$ cat config.mk
export PLATFORM = sky130hd
export DESIGN_NAME = step_sequencer
export DESIGN_NICKNAME = d
export VERILOG_FILES = /design/src/rtl/cpu_ctrl_pkg.sv /design/src/rtl/step_decoder.sv /design/src/rtl/step_sequencer.sv
export SDC_FILE = /design/constraint.sdc
export NUM_CORES = 1
export LEC_CHECK = 0
export ABC_AREA = 1
export CAP_MARGIN = 15
export CORE_MARGIN = 8
export CORE_UTILIZATION = 38
export CTS_CLUSTER_DIAMETER = 80
export DETAILED_ROUTE_END_ITERATION = 8
export PLACE_DENSITY = 0.75
export SYNTH_ARGS = -nofsm -noshare
export SYNTH_HDL_FRONTEND = slang
export SYNTH_SLANG_ARGS = --single-unit
export TNS_END_PERCENT = 10
$ cat constraint.sdc
create_clock -name clk -period 1.1 [get_ports clk]
set_input_delay 0.22 -clock clk [delete_from_list [all_inputs] [get_ports clk]]
set_output_delay 0.22 -clock clk [all_outputs]
set_load 0.02 [all_outputs]
$ cat src/rtl/cpu_ctrl_pkg.sv
// Shared constants and state type for the CPU control-step logic.
package cpu_ctrl_pkg;
    localparam int unsigned STEP_W    = 5;
    localparam int unsigned MAX_STEPS = 10;
    localparam int unsigned ONEHOT_W  = 20;

    typedef enum logic [1:0] {
        IDLE,
        RUN,
        DONE
    } state_t;
endpackage

$ cat src/rtl/step_decoder.sv
// Step code to one-hot timing strobe: step k (1..MAX_STEPS) sets bit k-1, anything else gives zero.
module step_decoder
    import cpu_ctrl_pkg::*;
(
    input  logic [STEP_W-1:0]   step,
    output logic [ONEHOT_W-1:0] onehot
);
    always_comb begin
        onehot = '0;
        for (int unsigned k = 1; k <= MAX_STEPS; k++) begin
            if (step == STEP_W'(k)) onehot[k-1] = 1'b1;
        end
    end
endmodule

$ cat src/rtl/step_sequencer.sv
// Multicycle control-step sequencer: walks step 1..last_step with stall/clear, then pulses done.
// Optional saturating stall counter on stall_cycles when STEP_SEQ_STALL_CNT_EN is defined.
module step_sequencer
    import cpu_ctrl_pkg::*;
(
    input  logic                clk,
    input  logic                reset,
    input  logic                start,
    input  logic [STEP_W-1:0]   last_step,
    input  logic                stall,
    input  logic                clear,
    output logic [STEP_W-1:0]   step,
    output logic [ONEHOT_W-1:0] step_onehot,
    output logic                busy,
    output logic                done,
    output logic                error
`ifdef STEP_SEQ_STALL_CNT_EN
    ,
    output logic [15:0]         stall_cycles
`endif
);
    state_t            state;
    logic [STEP_W-1:0] last_r;
    logic              legal;

    assign legal = (last_step != '0) && (last_step <= STEP_W'(MAX_STEPS));

    always_ff @(posedge clk) begin
        if (reset) begin
            state  <= IDLE;
            step   <= '0;
            last_r <= '0;
            busy   <= 1'b0;
            done   <= 1'b0;
            error  <= 1'b0;
        end else begin
            done  <= 1'b0;
            error <= 1'b0;
            case (state)
                IDLE, DONE: begin
                    if (start && legal) begin
                        last_r <= last_step;
                        step   <= STEP_W'(1);
                        state  <= RUN;
                        busy   <= 1'b1;
                    end else begin
                        error <= start;
                        state <= IDLE;
                        busy  <= 1'b0;
                    end
                end
                RUN: begin
                    if (clear || (!stall && step == last_r)) begin
                        state <= DONE;
                        step  <= '0;
                        done  <= 1'b1;
                    end else if (!stall) begin
                        step <= step + 1'b1;
                    end
                end
                default: begin
                    state <= IDLE;
                    step  <= '0;
                    busy  <= 1'b0;
                end
            endcase
        end
    end

`ifdef STEP_SEQ_STALL_CNT_EN
    always_ff @(posedge clk) begin
        if (reset) begin
            stall_cycles <= '0;
        end else if (state == RUN && stall && !clear && stall_cycles != '1) begin
            stall_cycles <= stall_cycles + 16'd1;
        end
    end
`endif

    step_decoder u_dec (
        .step   (step),
        .onehot (step_onehot)
    );
endmodule

# Yosys cells after proc, flatten, opt, wreduce, memory -nomap -nowiden
# Cells that the tools add are included.
totals:
  regBits: 15
  input_bits: 10
  output_inout_bits: 28
  word_cells: 58
classes:
  n_addsub: 1
  n_lt_le_gt_ge: 1
  eq_ne: 16
  mux: 20
  bitwise_logic: 2
  n_reduce_logical: 12
ops:
  columns: ["cell", "count"]
  rows:
  - ["5-bit by 3-bit equality test with 1-bit output, second input constant", 4]
  - ["5-bit by 4-bit equality test with 1-bit output, second input constant", 3]
  - ["5-bit two-way mux", 3]
  - ["1-bit two-way mux", 13]
  - ["5-bit by 2-bit equality test with 1-bit output, second input constant", 2]
  - ["5-bit case mux with 2 select lines", 1]
  - ["5-bit by 1-bit adder with 5-bit output, second input constant", 1]
  - ["5-bit by 1-bit equality test with 1-bit output, second input constant", 1]
  - ["5-bit equality test", 1]
  - ["5-bit by 4-bit <= comparator with 1-bit output, second input constant", 1]
  - ["5-bit nonzero test", 1]
  - ["2-bit != test, second input constant", 2]
  - ["2-bit case mux with 2 select lines", 1]
  - ["2-bit AND reduction", 2]
  - ["2-bit OR reduction", 2]
  - ["1-bit logical AND", 3]
  - ["3-bit != test, second input constant", 1]
  - ["3-bit OR reduction", 1]
  - ["2-bit by 1-bit equality test with 1-bit output, second input constant", 1]
  - ["2-bit equality test, second input constant", 1]
  - ["2-bit zero test", 1]
  - ["2-bit two-way mux", 1]
  - ["1-bit NOT", 2]
  - ["1-bit case mux with 2 select lines", 1]
  - ["other kinds (2)", 2]

# Logic depth before layout (Yosys ltp)
# Gate-level depths: netlist of the first run.
logic_depth:
  depth_word: 5
  ltp_mapped: 11

# Hierarchy
# A second synthesis of the first run with hierarchy kept.
unflattened:
  hier_cells: 142
  hier_area_um2: 927.1
modules_own_cells:
  columns: ["mod", "instances", "cells_each", "area_per_inst_um2", "seq_area_each_um2"]
  rows:
  - ["step_sequencer", 1, 109, 763.2, 300.3]
  - ["step_decoder", 1, 33, 163.9, 0.0]

# Worst setup path before layout of the first run
# No wires, ideal clock.
synth_path:
  path_kind: "register to output"
  startpoint: "reg step[0]"
  endpoint: "out step_onehot[2]"
  arrival_time_ns: 1.300
  setup_slack_ns: -0.420
  path_stages_with_launch: 4
  path_buffers: 0
  path_cell_list: "dfxtp_1 ha_1 inv_1 nor3_1"
synth_between:
  elab_chain_len: 2
synth_lines:
  columns: ["element", "line_no", "source"]
  rows:
  - ["from (decl)", "step_sequencer.sv:12", "output logic [STEP_W-1:0] step,"]
  - ["from (signal assigned)", "step_sequencer.sv:58", "step <= step + 1'b1;"]
  - ["5-bit by 2-bit equality test with 1-bit output", "step_decoder.sv:11", "if (step == STEP_W'(k)) onehot[k-1] = 1'b1;"]
  - ["1-bit two-way mux", "step_decoder.sv:11", null]
  - ["to (decl)", "step_sequencer.sv:13", "output logic [ONEHOT_W-1:0] step_onehot,"]
# Every way passes these cells.

# Worst setup path after layout of the first run
layout_path:
  startpoint: "reg step[3]"
  endpoint: "out step_onehot[7]"
layout_between:
  elab_chain_len: 2
layout_lines:
  columns: ["element", "line_no"]
  rows:
  - ["5-bit by 4-bit equality test with 1-bit output", "step_decoder.sv:11"]
  - ["1-bit two-way mux", "step_decoder.sv:11"]
# Every way passes these cells.

==> results of run 1 <==
cells in the mapped netlist, drive strengths merged:
cell    n  area [um^2]
dfxtp  15        300.3
xnor2   1        8.760
buf    12        83.82
nand2  40        152.6
ha      4        50.05
nor4    2        12.51
nand3   5        35.03
nand4   2        12.51
o21ai   6        30.02
conb    1        3.750
inv    22        82.58
nor3    7        35.03
a21oi  11        55.05
nor2   17        73.82
layer usage:
metal / routed length, um / up-vias
met1: 1045 / 502
li1: - / 557
met2: 1564 / 46
met5: 0 / -
met4: 44 / 0
met3: 219 / 8
flip-flops by register name (all words and copies together) (netlist names):
signal and cells:
last_r 5, step 5, state 2, busy 1
done 1, error 1
final timing paths:
| check | from | endpoint | slack [ns] |
|---|---|---|---|
| max | step[3]$_SDFFE_PP0P_ | step_onehot[7] | -0.33 |
| min | start | error$_SDFF_PP0_ | 0.39 |
| max reg2reg | step[0]$_SDFFE_PP0P_ | step[4]$_SDFFE_PP0P_ | -0.26 |
| min reg2reg | last_r[4]$_SDFFE_PP0P_ | last_r[4]$_SDFFE_PP0P_ | 0.46 |
timing repair:
item / CTS / global route
setup buffers: 0 / 2
endpoints found under the setup margin: 33 / 31
resized for setup: 125 / 24
pin swaps: 7 / 4
cloned: 0 / 0
layout by cell type (no fill, tap or decap), drive strengths merged:
cell type,n
clkbuf,4
inv,22
nand3,5
a21oi,11
nor3,7
ha,4
dfxtp,15
nand2,40
xnor2,1
nand4,2
nor4,2
nor2,17
buf,48
o21ai,6
clkdlybuf4s50,3
dlygate4sd2,6
conb,10
layout make-up:
cell class	instances	area (um^2)	share of cell area [%]
Multi-Input combinational cell	105	723.2	42.31
Timing Repair Buffer	57	506.7	29.65
Sequential cell	15	320.3	18.74
Inverter	22	95.09	5.564
Tap cell	30	37.54	2.196
Clock buffer	4	26.28	1.537
power breakdown:
| part | internal (mW) | total, mW | switching, mW |
|---|---|---|---|
| clock network | 0.141 | 0.314 | 0.173 |
| logic | 0.228 | 0.529 | 0.302 |
| registers | 0.567 | 0.596 | 0.0290 |
per-stage QoR:
| stage | setup TNS (ns) | setup WS (ns) | area [um^2] | hold WS [ns] |
|---|---|---|---|---|
| after detailed placement | -13.51 | -0.5811 | 1528 | 0.4451 |
| after global routing | -6.480 | -0.3709 | 1709 | 0.4199 |
| after CTS | -5.397 | -0.3279 | 1630 | 0.3954 |
| after floorplan | -0.4446 | -0.06933 | 1094 | 0.3634 |
| final | -4.727 | -0.3303 | 1709 | 0.3938 |
| after global placement | -12.34 | -0.5274 | 1528 | 0.4408 |
cell families (layout without fill, tap and decap cells):
group | Yosys count | in the layout | synth area share [%]
AND/OR/NAND/NOR | 73 | 73 | 34.36
XOR/XNOR | 1 | 1 | 0.9360
flip-flops | 15 | 15 | 32.09
other | 1 | 10 | 0.4007
AO/OA/AOI/OAI | 17 | 17 | 9.090
adder cells (fa/ha/maj) | 4 | 4 | 5.348
buffers and inverters | 34 | 83 | 17.78
tightest hold or removal path, delay by kind of cell:
| family | cells | cell delay, ns |
|---|---|---|
| AND/OR/NAND/NOR | 1 | 0.04 |
| buffers and inverters | 3 | 0.38 |
==> reports/metrics.yaml, run 1 <==
outcome:
  outcome: "complete, but fails checks"
  failed_checks: "setup timing"
synth:
  yosysWarnings: 0
  synth_cells: 145
  postSynthAreaPerCell_um2: 6.454
  syn_area_um2: 935.9
  synth-seq-cells: 15
  synth.distinct_cells: 22
  yosysSeqAreaShare_pct: 32.09
power:
  ir_drop_mv: 0.6033
  powerDensity_mw_per_mm2: 841.6
  p_leak_nw: 0.7677
  total_power_mw: 1.438
finish:
  layout-drive-gt1-share_pct: 52.22
  fillers: 202
  area.growth.synth_to_final_pct: 82.62
  final_util_pct: 70.92
  instances_no_fill: 233
  diodes: 0
  finalNetCount: 218
placed_design:
  numPlacedInstances: 227
  gp_congestion: 0.8653
  numPortBuffers: 27
  dp.final_hpwl_um: 2282
global_route:
  grt_max_degree: 9
  grtUsageTotal_pct: 13.16
  antenna_found_initial: 0
  grt_use_met2_pct: 26.55
  grt_pass1_vias: 1115
  grt_busiest_layer: "met2"
  grt_first_pass_wirelength_um: 4698
  grt-ovfl-total: 0
  gr-usage-met1_pct: 12.29
  use_met3_pct: 3.912
route:
  vias: 1113
  drt_drc_violations_left: 0
  drtIter0Drc: 37
  wirelength_um: 2874
  avgRoutedWirePerCell_um: 12.33
  via_per_inst: 4.777
  first_pass_iters: 4
  ant_nets: 0
timing:
  min_period_ns: 1.430
  drv_slew: 0
  period_share_pct: 130.0
  setup_viol: 28
  fin_ws_ns: -0.3303
  rsz0062_at_grt: "true"
  finalHoldViolations: 0
  max_freq_mhz: 699.1
  clock_skew_ns: 0.005327
clock_network:
  clock_path_buffers: 2
  cts_htree_levels: 1
  cts_buffers: 3
  cts_sinks: 15
  clkTransAtPathRegs_ns: 0.09
  ctsRootBufferMaster: "clkbuf_4"
  worstSkewPairLatency_ns: 0.28
  hold_buffers: 0
  cts_tree: "done"
die:
  die_x_um: 65.63
  start_util_pct: 38.84
  fp.dieArea_mm2: 0.004307
  coreArea_mm2: 0.002410
  rows: 18
  fp.dieH_um: 65.63
  io_pins: 38
run:
  drv_cap: 0
critical_path:
  critPathBufInv: 2
  crit_fanout: 3
  critPathTopFamily: "flip-flops"
  cp-start-kind: "register"
  cpMaxStageDelayCell: "dfxtp_4"
  crit_path_max_incr_delay_ns: 0.38
  worst_setup_path_end_kind: "primary output"
  worst_ep_arrival_time_ns: 1.21
  path_cells: "buf_4 -> nand2_2 -> nor3_4 -> buf_6"
  path_class: "register to primary output"
  reg2reg_depth: 8
  cp.required_ns: 0.88
  cp_num_cells: 4
worst_hold_path:
  worst_hold_path.num_cells: 4
  hp-class: "input port to register"
Power figures use the tool's default switching activity.
==> inputs of run 2 (changes only) <==
Settings changed: CORE_UTILIZATION 38 to 44, CTS_BUF_LIST set to sky130_fd_sc_hd__clkbuf_4 sky130_fd_sc_hd__clkbuf_8, GPL_ROUTABILITY_DRIVEN set to 0, PLACE_DENSITY 0.75 to 0.82.
Clock period 1.1 ns to 1.5 ns, I/O delays scaled along.
==> run 2 against run 1 <==
  * The run still ends with setup timing left
  * Die area down 10%
  * Non-clock buffer count decreased by 9
  * Sequential share of layout area is 2.3 points higher
  * Clock-buffer cell count stayed put
  * Critical path type unchanged
  * Via count is 5.8% lower
  * Routed wire length is 4.2% lower
  * Hold slack improved by 0.061 ns
  * Cell count shrank 5.2%
  * Clock power is 20% lower
  * Register-to-register slack improved by 0.32 ns
==> reports/metrics.yaml, run 2 (same netlist as run 1, synthesis figures left out) <==
outcome:
  outcome: "complete, but fails checks"
  failed_checks: "setup timing"
die:
  coreArea_mm2: 0.001982  # -18%
  rows: 16  # -2
  die_x_um: 62.12  # -5.3%
  start_util_pct: 47.22  # +8.4 points
  io_pins: 38  # unchanged
  fp.dieH_um: 62.12  # -5.3%
  fp.dieArea_mm2: 0.003859  # -10%
timing:
  clock_skew_ns: 0.004238  # -0.001089 ns
  period_share_pct: 100.8
  finalHoldViolations: 0  # unchanged
  worst_hold_slack_ns: 0.4552  # +0.06133 ns
  setup_viol: 3  # -89%
  rsz0062_at_grt: "true"
  max_freq_mhz: 661.5
  min_period_ns: 1.512
  fin_ws_ns: -0.01176  # +0.3185 ns
  drv_slew: 0  # unchanged
route:
  vias: 1048  # -5.8%
  drtIter0Drc: 25  # -32%
  ant_nets: 0  # unchanged
  wirelength_um: 2754  # -4.2%
  first_pass_iters: 4  # unchanged
  drt_drc_violations_left: 0  # unchanged
  avgRoutedWirePerCell_um: 12.46  # +1.0%
  via_per_inst: 4.742  # -0.73%
global_route:
  grt_max_degree: 10  # +1
  antenna_found_initial: 0  # unchanged
  grt_first_pass_wirelength_um: 4188  # -11%
  grtUsageTotal_pct: 12.54  # -0.62 points
  grt_pass1_vias: 966  # -13%
  grt-ovfl-total: 0  # unchanged
finish:
  area.growth.synth_to_final_pct: 59.22
  design_area_mm2: 0.001490  # -13%
  mostFrequentLayoutCells: "35 x nand2_1, 26 x buf_4, 13 x inv_1"
  diodes: 0  # unchanged
  finalNetCount: 209  # -4.1%
  final_common_cell: "nand2_1"
  layout-drive-gt1-share_pct: 37.11  # -15 points
  final_util_pct: 75.19  # +4.3 points
  largestRegisters: "last_r x5, step x5, state x2"
  fillers: 163  # -19%
critical_path:
  cpMaxStageDelayCell: "dfxtp_4"
  worst_setup_path_end_kind: "primary output"
  critPathBufInv: 2  # unchanged
  path_class: "register to primary output"
  crit_fanout: 4  # +1
  cp.required_ns: 1.20  # +0.32 ns
  reg2reg_from: "step[4]$_SDFFE_PP0P_"
  path_cells: "inv_6 -> ha_4 -> nand2_2 -> nor2_1 -> buf_4"
  cp_num_cells: 5  # +1
  crit_path_max_incr_delay_ns: 0.39  # about the same
  worst_ep_arrival_time_ns: 1.21  # about the same
  reg2reg_depth: 11  # +3
  startpoint: "step[1]$_SDFFE_PP0P_"
  critPathTopFamily: "flip-flops"
  cp-start-kind: "register"
power:
  p_seq_share_pct: 42.9  # +1.5 points
  combPwrFrac_pct: 32.4  # -4.4 points
  p_leak_nw: 0.7209  # -6.1%
  switching_share_pct: 33.45  # -1.5 points
  ir_drop_mv: 0.4826  # -20%
  powerDensity_mw_per_mm2: 686.8  # -18%
  pwr-share-clk_pct: 24.7  # +2.9 points
  p_int_mw: 0.6811  # -27%
  p_switching_mw: 0.3423  # -32%
clock_network:
  cts_buffers: 3  # unchanged
  clkTransAtPathRegs_ns: 0.09  # about the same
  ctsRootBufferMaster: "clkbuf_4"
  hold_buffers: 0  # unchanged
  cts_htree_levels: 1  # unchanged
  cts_sinks: 15  # unchanged
  clock_path_buffers: 2  # unchanged
  worstSkewPairLatency_ns: 0.28  # about the same
  cts_tree: "done"
worst_hold_path:
  worst_hold_path.num_cells: 1  # -3
  hp-class: "register to register"
  min_from: "state[1]$_SDFFE_PP0P_"
placed_design:
  numPortBuffers: 27  # unchanged
  placed_cell_area_mm2: 0.001333  # -13%
  dp.final_hpwl_um: 2051  # -10%
run:
  drv_cap: 0  # unchanged
==> run 2: timing repair <==
action / 4_1_cts / 5_1_grt
pin swaps: 1 / 12
buffers inserted: 0 / 2
gates resized for setup: 59 / 48
setup endpoints to repair: 17 / 19
gates cloned: 0 / 0
==> run 2: power groups by stage <==
stage | logic (mW) | clock network (mW) | registers, mW
floorplan | 0.170 | 0 | 0.455
global placement | 0.288 | 0 | 0.440
detailed placement | 0.295 | 0 | 0.441
CTS | 0.285 | 0.258 | 0.434
global route | 0.365 | 0.275 | 0.442
finish | 0.332 | 0.252 | 0.439
==> run 2: cell type report <==
cell class | instances | area (um^2) | share of cell area [%]
Sequential cell | 15 | 314.1 | 21.07
Tap cell | 27 | 33.78 | 2.267
Inverter | 22 | 97.59 | 6.549
Multi-Input combinational cell | 105 | 601.8 | 40.39
Timing Repair Buffer | 48 | 412.9 | 27.71
Clock buffer | 4 | 30.03 | 2.015
==> run 2: through the flow <==
stage | worst slack, ns | total power [mW] | setup TNS, ns | cells
6_report | -0.01176 | 1.023 | -0.01591 | 221
5_1_grt | -0.07874 | 1.082 | -0.5946 | 221
4_1_cts | -0.1586 | 0.9768 | -0.3623 | 219
3_5_place_dp | -0.2485 | 0.7357 | -4.189 | 215
3_3_place_gp | -0.2116 | 0.7280 | -2.859 | 215
2_1_floorplan | -0.1001 | 0.6259 | -0.2531 | 154
==> run 2: path summary, 6_finish.rpt <==
check / end / slack [ns]
setup / recovery: step_onehot[0] / -0.01
hold / removal: state[1]$_SDFFE_PP0P_ / 0.46
setup reg to reg: step[0]$_SDFFE_PP0P_ / 0.06
hold reg to reg: state[1]$_SDFFE_PP0P_ / 0.46
==> run 2: worst reg2reg max path, stage by stage, from the launching register on <==
cell     delay, ns
dfxtp_4       0.42
inv_4         0.06
buf_4         0.13
nand2_1       0.05
nand2_1       0.05
nor2_2        0.15
nand3_2       0.10
buf_4         0.15
nand4_1       0.06
nand2_1       0.06
nand2_1       0.05
a21oi_1       0.05
==> run 2: metal layers <==
metal / up-vias / GRT usage (%) / routed length [um]
li1: 531 / - / -
met1: 454 / 13.46 / 1070
met2: 54 / 21.47 / 1399
met3: 9 / 4.301 / 213
met4: 0 / 5.831 / 70
met5: - / 0 / 0
